### config.mk
export PLATFORM = sky130hd
export DESIGN_NAME = instr_fetch_sequencer
export DESIGN_NICKNAME = d
export VERILOG_FILES = /design/src/rtl/fetch_seq_pkg.sv /design/src/rtl/seq_watchdog.sv /design/src/rtl/instr_fetch_sequencer.sv
export SDC_FILE = /design/constraint.sdc
export NUM_CORES = 1
export LEC_CHECK = 0
export BUFFER_PORTS_ARGS = -buffer_cell sky130_fd_sc_hd__buf_2
export CAP_MARGIN = 10
export CORE_UTILIZATION = 30
export DETAILED_ROUTE_END_ITERATION = 8
export MAX_ROUTING_LAYER = met4
export PLACE_DENSITY_LB_ADDON = 0.3
export SLEW_MARGIN = 20
export SYNTH_ARGS = -nofsm -noshare
export SYNTH_HDL_FRONTEND = slang
export SYNTH_SLANG_ARGS = --single-unit
### constraint.sdc
create_clock -name CLK -period 2 [get_ports CLK]
set_input_delay 0.1 -clock CLK [delete_from_list [all_inputs] [get_ports CLK]]
set_output_delay 0.1 -clock CLK [all_outputs]
set_load 0.005 [all_outputs]
### src/rtl/fetch_seq_pkg.sv
// Shared types and default widths for the instruction fetch sequencer.
package fetch_seq_pkg;

   localparam int unsigned ADDR_W_DEF = 5;
   localparam int unsigned DATA_W_DEF = 8;
   localparam int unsigned LAT_W      = 2;

   typedef enum logic [3:0] {
      ST_IDLE,
      ST_FETCH,
      ST_WAIT_ROM,
      ST_GATE,
      ST_ISSUE,
      ST_EXEC,
      ST_IMM_FETCH,
      ST_HALTED,
      ST_ERR
   } state_e;

endpackage

### src/rtl/seq_watchdog.sv
// Saturating cycle counter with synchronous clear; expire_o flags the enabled
// cycle that brings the count to MAX.
module seq_watchdog #(
   parameter int unsigned MAX   = 64,
   parameter int unsigned CNT_W = $clog2(MAX + 1)
) (
   input  logic clk_i,
   input  logic rst_i,
   input  logic clr_i,
   input  logic en_i,
   output logic expire_o
);

   localparam logic [CNT_W-1:0] CNT_MAX  = CNT_W'(MAX);
   localparam logic [CNT_W-1:0] CNT_LAST = CNT_W'(MAX - 1);

   logic [CNT_W-1:0] cnt_q, cnt_d;

   always_ff @(posedge clk_i) begin
      if (rst_i) begin
         cnt_q <= '0;
      end else begin
         cnt_q <= cnt_d;
      end
   end

   always_comb begin
      cnt_d = cnt_q;
      if (clr_i) begin
         cnt_d = '0;
      end else if (en_i && (cnt_q != CNT_MAX)) begin
         cnt_d = cnt_q + CNT_W'(1);
      end
   end

   always_comb begin
      expire_o = en_i && (cnt_q >= CNT_LAST);
   end

endmodule

### src/rtl/instr_fetch_sequencer.sv
// Fetch/issue controller: walks the program counter through the ROM, waits out
// read latency, presents each word on DIN and handshakes RUN_SIG/DONE_SIG.
module instr_fetch_sequencer
   import fetch_seq_pkg::*;
#(
   parameter int unsigned ADDR_W    = ADDR_W_DEF,
   parameter int unsigned DATA_W    = DATA_W_DEF,
   parameter int unsigned ROM_LAT   = 1,
   parameter int unsigned LAST_ADDR = 31,
   parameter int unsigned WDOG_MAX  = 64
) (
   input  logic              CLK,
   input  logic              RST,
   input  logic              START,
   input  logic              STEP_MODE,
   input  logic              STEP,
   output logic [ADDR_W-1:0] ROM_ADDR,
   input  logic [DATA_W-1:0] ROM_Q,
   output logic [DATA_W-1:0] DIN,
   output logic              RUN_SIG,
   input  logic              DONE_SIG,
   input  logic              IMM_REQ,
   output logic              BUSY,
   output logic              HALTED,
   output logic              ERR
);

   localparam logic [LAT_W-1:0]  LAT_FETCH = LAT_W'(ROM_LAT - 1);
   localparam logic [LAT_W-1:0]  LAT_IMM   = LAT_W'(ROM_LAT);
   localparam logic [ADDR_W-1:0] PC_LAST   = ADDR_W'(LAST_ADDR);

   state_e            state_q, state_d;
   logic [ADDR_W-1:0] pc_q, pc_d;
   logic [LAT_W-1:0]  lat_q, lat_d;
   logic [DATA_W-1:0] din_q, din_d;
   logic              wd_expire;
   logic              in_exec;

   assign in_exec = (state_q == ST_EXEC);

   seq_watchdog #(
      .MAX (WDOG_MAX)
   ) u_wdog (
      .clk_i    (CLK),
      .rst_i    (RST),
      .clr_i    (!in_exec),
      .en_i     (in_exec),
      .expire_o (wd_expire)
   );

   always_ff @(posedge CLK) begin
      if (RST) begin
         state_q <= ST_IDLE;
         pc_q    <= '0;
         lat_q   <= '0;
         din_q   <= '0;
      end else begin
         state_q <= state_d;
         pc_q    <= pc_d;
         lat_q   <= lat_d;
         din_q   <= din_d;
      end
   end

   always_comb begin
      state_d = state_q;
      pc_d    = pc_q;
      lat_d   = lat_q;
      din_d   = din_q;
      unique case (state_q)
         ST_IDLE, ST_HALTED, ST_ERR: begin
            if (START) begin
               pc_d    = '0;
               state_d = ST_FETCH;
            end
         end
         ST_FETCH: begin
            lat_d   = LAT_FETCH;
            state_d = ST_WAIT_ROM;
         end
         ST_WAIT_ROM: begin
            if (lat_q == '0) begin
               din_d   = ROM_Q;
               state_d = STEP_MODE ? ST_GATE : ST_ISSUE;
            end else begin
               lat_d = lat_q - LAT_W'(1);
            end
         end
         ST_GATE: begin
            if (STEP) begin
               state_d = ST_ISSUE;
            end
         end
         ST_ISSUE: begin
            state_d = ST_EXEC;
         end
         ST_EXEC: begin
            if (DONE_SIG) begin
               if (pc_q == PC_LAST) begin
                  state_d = ST_HALTED;
               end else begin
                  pc_d    = pc_q + ADDR_W'(1);
                  state_d = ST_FETCH;
               end
            end else if (IMM_REQ) begin
               // No FETCH cycle precedes an immediate read, so its wait runs
               // one cycle longer to cover the address change.
               pc_d    = pc_q + ADDR_W'(1);
               lat_d   = LAT_IMM;
               state_d = ST_IMM_FETCH;
            end else if (wd_expire) begin
               state_d = ST_ERR;
            end
         end
         ST_IMM_FETCH: begin
            if (lat_q == '0) begin
               din_d   = ROM_Q;
               state_d = ST_EXEC;
            end else begin
               lat_d = lat_q - LAT_W'(1);
            end
         end
         default: begin
            state_d = ST_IDLE;
         end
      endcase
   end

   always_comb begin
      ROM_ADDR = pc_q;
      DIN      = din_q;
      RUN_SIG  = (state_q == ST_ISSUE);
      HALTED   = (state_q == ST_HALTED);
      ERR      = (state_q == ST_ERR);
      BUSY     = !((state_q == ST_IDLE) || (state_q == ST_HALTED) || (state_q == ST_ERR));
   end

endmodule
==> metrics.txt, run 1 <==
top achievable clock speed=0.531 GHz; leakage=0.765 nW; number of synthesized flops with an enable pin=0; Synth Area in Adders=0.0445; PortBufs=31; Core ar.=0.00444 mm²; number of DRC markers in iteration 0=55; Initial Utilization=0.316; dpl cell area=0.00167 mm²; I/O Pins=32; WHS=53.9 ps; number of synthesized register bits=26; failing checks=DRC; share of the synthesized area in the top cell type=0.370; synthesized area per cell=8.84 µm²; Post-Syn Nets=179; Area contributors post-synth=dfxtp_1 37%, mux2i_1 8.5%, nor2_1 6.9%; first-pass GRT wire length=5040 µm; Seq/Total Area, Yosys=0.370; commonest cells in the netlist=26 x dfxtp_1, 26 x nor2_1, 12 x mux2i_1, 9 x a21oi_1, 8 x nand2_1; Post-synth ARST share=0; clk sink count=26; Worst Skew=3.29 ps; status=finished with violations; pin count of the biggest net entering global routing=16; initial antenna violation count=0; Post-Syn Instances=159; vias per inst=4.86; mux contribution to synthesized area=0.101; Syn-to-layout area delta=28.2%; Net Sw Frac=0.325; xor/xnor cell area share of the yosys netlist=0.0311; internal power=1.18 mW; Synth Area in Compound Gates=0.132; critical path type=reg2reg; std cell rows=24; Num CTS Buffers=3; max cap viols=0; total number of vias=1240; Top FF cell, synth=dfxtp_1; Yosys top cell by area=dfxtp_1; final hold vios=0; clk_lat worst skew=280 ps; final count of pins violating max slew=0; CP endpoint kind=register; Final setup viols=0; clock buffer depth=2; final routed DRC violation total=2; Pwr per Cell Area=965 mW/mm²; crit path DAT=2110 ps; clk slew on worst S/H paths=90 ps; final-stage net count=224; router iterations before antenna repair=6; Gate power share=0.389; final antenna diode count=0; Reg power frac=0.358; Slew @ Worst Pin=313 ps; Clk pwr share=0.254; number of global-route vias before repair=1131; fin area=0.00180 mm²; sequential cell area=522 µm²; yosys warns=0; Final HPWL DP=2160 µm; post-route ant nets=0; multi-input logic area=847 µm²; Final min period=1880 ps; die area=0.00497 mm²; share of cells above drive strength 1=0.310; grt total ovfl=0; wire per inst=11.6 µm; drt total wl=2950 µm; Worst setup SP type=register; All-Layer GR Usage=0.132; CTS tree=done; VDD IR max=0.000339 V; Psw=0.565 mW; Synth Cell Area=0.00141 mm²; worst-path maximum fanout=5; period utilization=0.941; Distinct cells, synth=45; setup tns final=0 ps; Die W=70.5 µm; GP Congestion=0.832; WP data required=2220 ps; worst min path class=in2reg; simple logic cell fraction of the synthesized area=0.275; relative slew slack=0.791; RSZ-0062 raised after global routing=false; Die H=70.5 µm; CTS HTree Levels=1; # fillers=466; main combinational cell family by area after synthesis=simple AND/OR/NAND/NOR gates; root buf cell=clkbuf_8
[path summary, 6_finish.rpt]
check              start           to  slack [ps]  depth (start not counted)
min             ROM_Q[1]       DIN[1]          50                          3
max          ROM_ADDR[1]  ROM_ADDR[3]         120                          7
max reg2reg  ROM_ADDR[1]  ROM_ADDR[3]         120                          7
min reg2reg  ROM_ADDR[1]  ROM_ADDR[1]         480                          2
[metal layers]
layer | GRT usage | up-vias | wire length [µm]
li1 | - | 643 | -
met1 | 0.173 | 561 | 1470
met2 | 0.196 | 31 | 1270
met3 | 0.0216 | 5 | 152
met4 | 0.0612 | 0 | 56
met5 | - | - | 0
[placed cells by master, fill, tap and decap left out, types with 2 or more instances in the layout]
cell type	n
and3_1	3
dfxtp_1	25
mux2i_1	12
nand3b_1	2
nor2b_1	2
nand2b_1	4
buf_2	31
a21oi_1	9
nor2_1	26
nor3b_1	2
buf_4	15
nand2_1	8
nor3_1	3
inv_1	7
mux2_2	2
ha_1	4
o21ai_0	3
xor2_1	4
o21bai_1	2
or3b_1	2
nand3_1	7
clkbuf_8	3
[layout make-up]
type / count / share of cell area
multi-input combinational: 119 / 0.470
sequential: 26 / 0.289
timing repair buffer: 46 / 0.149
tap: 52 / 0.0361
clock buffer: 3 / 0.0229
clock inverter: 1 / 0.0167
inverter: 8 / 0.0167
[sequential cells by signal, summed over array words and instances, names as in the netlist]
signal / cells
u_wdog.cnt_q: 7
DIN: 8
ROM_ADDR: 5
lat_q: 2
state_q: 4
[through the flow]
stage	power, mW	util	cells	setup slack, ps
4_1_cts	1.69	0.391	249	32.4
5_1_grt	1.86	0.406	255	12.4
6_report	1.74	0.406	255	117
3_3_place_gp	1.24	0.375	245	103
2_1_floorplan	1.08	-	159	124
3_5_place_dp	1.24	0.375	245	63.9
[timing repair]
action	in CTS	in global routing
gates resized for setup	0	4
buffers inserted	0	5
endpoints found under the setup margin	0	3
hold buffers	0	0
[worst max-delay path, cell delays in order (launching register included)]
cell and delay [ps]:
dfxtp_2 340, ha_1 200, and3_1 190, ha_2 190
a211oi_4 290, a21oi_4 70, or4_1 460, nand3_1 90
[kinds of logic (layout without fill, tap and decap cells)]
kind of cell             count (synthesis)  after routing
AND/OR/NAND/NOR                         69             69
buffers and inverters                   15             58
multiplexers                            14             14
XOR/XNOR                                 5              5
adder cells (fa/ha/maj)                  5              5
flip-flops                              26             26
AO/OA/AOI/OAI                           25             26
[power by group through the flow]
stage                     clock network (mW)  registers (mW)  logic (mW)
after floorplan                            0           0.632       0.451
after global placement                     0           0.633       0.607
after detailed placement                   0           0.633       0.608
after CTS                              0.456           0.623       0.610
after global routing                   0.473           0.632       0.758
final                                  0.441           0.622       0.677
Power figures use the tool's default switching activity.
==> inputs of run 2 (changes only) <==
--- a/config.mk
+++ b/config.mk
@@ -11,6 +11,7 @@
 export DETAILED_ROUTE_END_ITERATION = 8
 export MAX_ROUTING_LAYER = met4
 export PLACE_DENSITY_LB_ADDON = 0.3
+export SETUP_SLACK_MARGIN = 0.15
 export SLEW_MARGIN = 20
 export SYNTH_ARGS = -nofsm -noshare
 export SYNTH_HDL_FRONTEND = slang
==> run 2 against run 1 <==
The flow still finishes with violations (DRC). Global-route usage down 0.071 points. Die area did not move. Design area increased by 0.56%. Routed wire length increased by 1.3%. Critical path depth unchanged. Worst setup slack improved by 110 ps. Combinational power is 3% lower. Clock power decreased by 1%. Non-clock buffer count unchanged. Largest cell class unchanged.
==> metrics.txt, run 2 (synthesized netlist as in run 1, its figures left out) <==
router iterations before antenna repair=6 (unchanged); Final HPWL DP=2190 µm (+1.5%); Largest register FFs=8 (unchanged); final antenna diode count=0 (unchanged); Slew @ Worst Pin=296 ps (-16.2 ps); total number of vias=1233 (-0.56%); Total Power=1.70 mW (-2.1%); share of cells above drive strength 1=0.322 (+0.0114); crit path capture=ROM_ADDR[4]; Die H=70.5 µm (unchanged); CTS HTree Levels=1 (unchanged); number of DRC markers in iteration 0=78 (+42%); first-pass GRT wire length=5090 µm (+0.95%); std cell rows=24 (unchanged); CTS tree=done; initial antenna violation count=0 (unchanged); worst r2r src=ROM_ADDR[0]; Core ar.=0.00444 mm² (unchanged); Pwr per Cell Area=939 mW/mm² (-2.7%); final routed DRC violation total=4 (+2); wire per inst=11.8 µm (+1.7%); period utilization=0.888 (-0.0535); CP endpoint kind=register; GP Congestion=0.754 (-9.4%); clk slew on worst S/H paths=90 ps (about the same); I/O Pins=32 (unchanged); Final min period=1780 ps (-107 ps); top achievable clock speed=0.563 GHz (+6.0%); worst r2r path cells=7 (unchanged); pin count of the biggest net entering global routing=16 (unchanged); Worst Skew=2.49 ps (-0.804 ps); RSZ-0062 raised after global routing=false; max cap viols=0 (unchanged); leakage=0.759 nW (-0.87%); Final setup viols=0 (unchanged); number of global-route vias before repair=1133 (+0.18%); capturing point of the worst reg2reg path=ROM_ADDR[4]; crit path max-delay cell type=or3b_1; clk_lat worst skew=270 ps (about the same); clk sink count=26 (unchanged); Setup crit start=ROM_ADDR[0]; final-stage net count=223 (-0.45%); final hold vios=0 (unchanged); CP Cell Sequence=ha_2 -> and3_4 -> ha_4 -> a211oi_4 -> a21oi_4 -> or3b_1 -> a21oi_1; CTS Hold Buffers Added=0 (unchanged); die area=0.00497 mm² (unchanged); Initial Utilization=0.316 (unchanged); worst-path maximum fanout=7 (+2); status=finished with violations; max incr delay on CP=380 ps (-80 ps); post-route ant nets=0 (unchanged); Num CTS Buffers=3 (unchanged); grt total ovfl=0 (unchanged); worst min path class=in2reg; clock buffer depth=2 (unchanged); vias per inst=4.85 (-0.17%); failing checks=DRC; Worst setup SP type=register; Worst R2R Setup Slack=220 ps (+110 ps); relative slew slack=0.802 (+0.0108); setup tns final=0 ps (unchanged); commonest non-fill, non-tap cells in the layout=31 x buf_2, 26 x nor2_1, 24 x dfxtp_1; critical path type=reg2reg; root buf cell=clkbuf_8; WP data required=2210 ps (about the same); VDD IR max=0.000493 V (+46%); drt total wl=2990 µm (+1.3%); PortBufs=31 (unchanged); All-Layer GR Usage=0.131 (-0.000710); crit path DAT=1980 ps (-130 ps); final count of pins violating max slew=0 (unchanged); Syn-to-layout area delta=28.9%; commonest non-fill, non-tap cell in the layout=buf_2; Die W=70.5 µm (unchanged)
## run 2: cell types whose count changed in the layout (fill, tap and decap cells not counted)
cell     before  now
and3_1        3    2
dfxtp_2       1    2
ha_1          4    3
a21oi_2       1    0
and3_4        0    1
ha_4          0    1
dfxtp_1      25   24
## run 2: power by group
group	switching, mW	leakage (nW)	internal (mW)	total [mW]
clock	0.167	0.0357	0.268	0.435
sequential	0.0354	0.211	0.576	0.611
combinational	0.346	0.512	0.311	0.657
total	0.548	0.759	1.15	1.70
## run 2: timing repair
action | CTS | global route
pin swaps | 1 | 5
setup endpoints to repair | 3 | 6
resized for setup | 8 | 0
setup buffers | 4 | 3
## run 2: per-stage QoR
| step | cells | util | setup WS (ps) | hold slack [ps] | cell area (µm²) |
|---|---|---|---|---|---|
| after CTS | 251 | 0.403 | 167 | 51.6 | 1790 |
| after detailed placement | 243 | 0.372 | 85.1 | 346 | 1650 |
| after global placement | 243 | 0.372 | 138 | 333 | 1650 |
| after floorplan | 159 | - | 159 | 247 | 1410 |
| final | 254 | 0.408 | 224 | 59.4 | 1810 |
| after global routing | 254 | 0.408 | 141 | 50.6 | 1810 |
## run 2: final cells by class
class / instances / area [µm²]
well taps: 52 / 65.1
clock inverters: 1 / 30.0
inverters: 8 / 30.0
fillers: 449 / 2630
clock buffers: 3 / 41.3
repair buffers: 46 / 268
multi-input cells: 118 / 856
flip-flops and latches: 26 / 523
## run 2: worst min-delay path by stage
stage	endpoint	slack, ps	start	cells past startpoint
floorplan	DIN[0]	250	ROM_Q[0]	2
global placement	DIN[0]	330	ROM_Q[0]	3
detailed placement	DIN[1]	350	ROM_Q[1]	3
CTS	DIN[7]	50	ROM_Q[7]	3
global route	DIN[4]	50	ROM_Q[4]	3
finish	DIN[5]	60	ROM_Q[5]	3
## run 2: critical path: cells and delay by family (launching register included)
family / cells / cell delay [ps]
adder cells (fa/ha/maj): 2 / 350
AND/OR/NAND/NOR: 2 / 570
flip-flops: 1 / 330
AO/OA/AOI/OAI: 3 / 470
## run 2: routing by layer
layer,vias to the layer above,share of wire,track usage,wire (µm)
met5,-,0,-,0
met4,0,0.0087,0.0272,26
met3,4,0.057,0.0346,169
met2,31,0.46,0.216,1380
met1,559,0.47,0.161,1410
li1,639,-,-,-
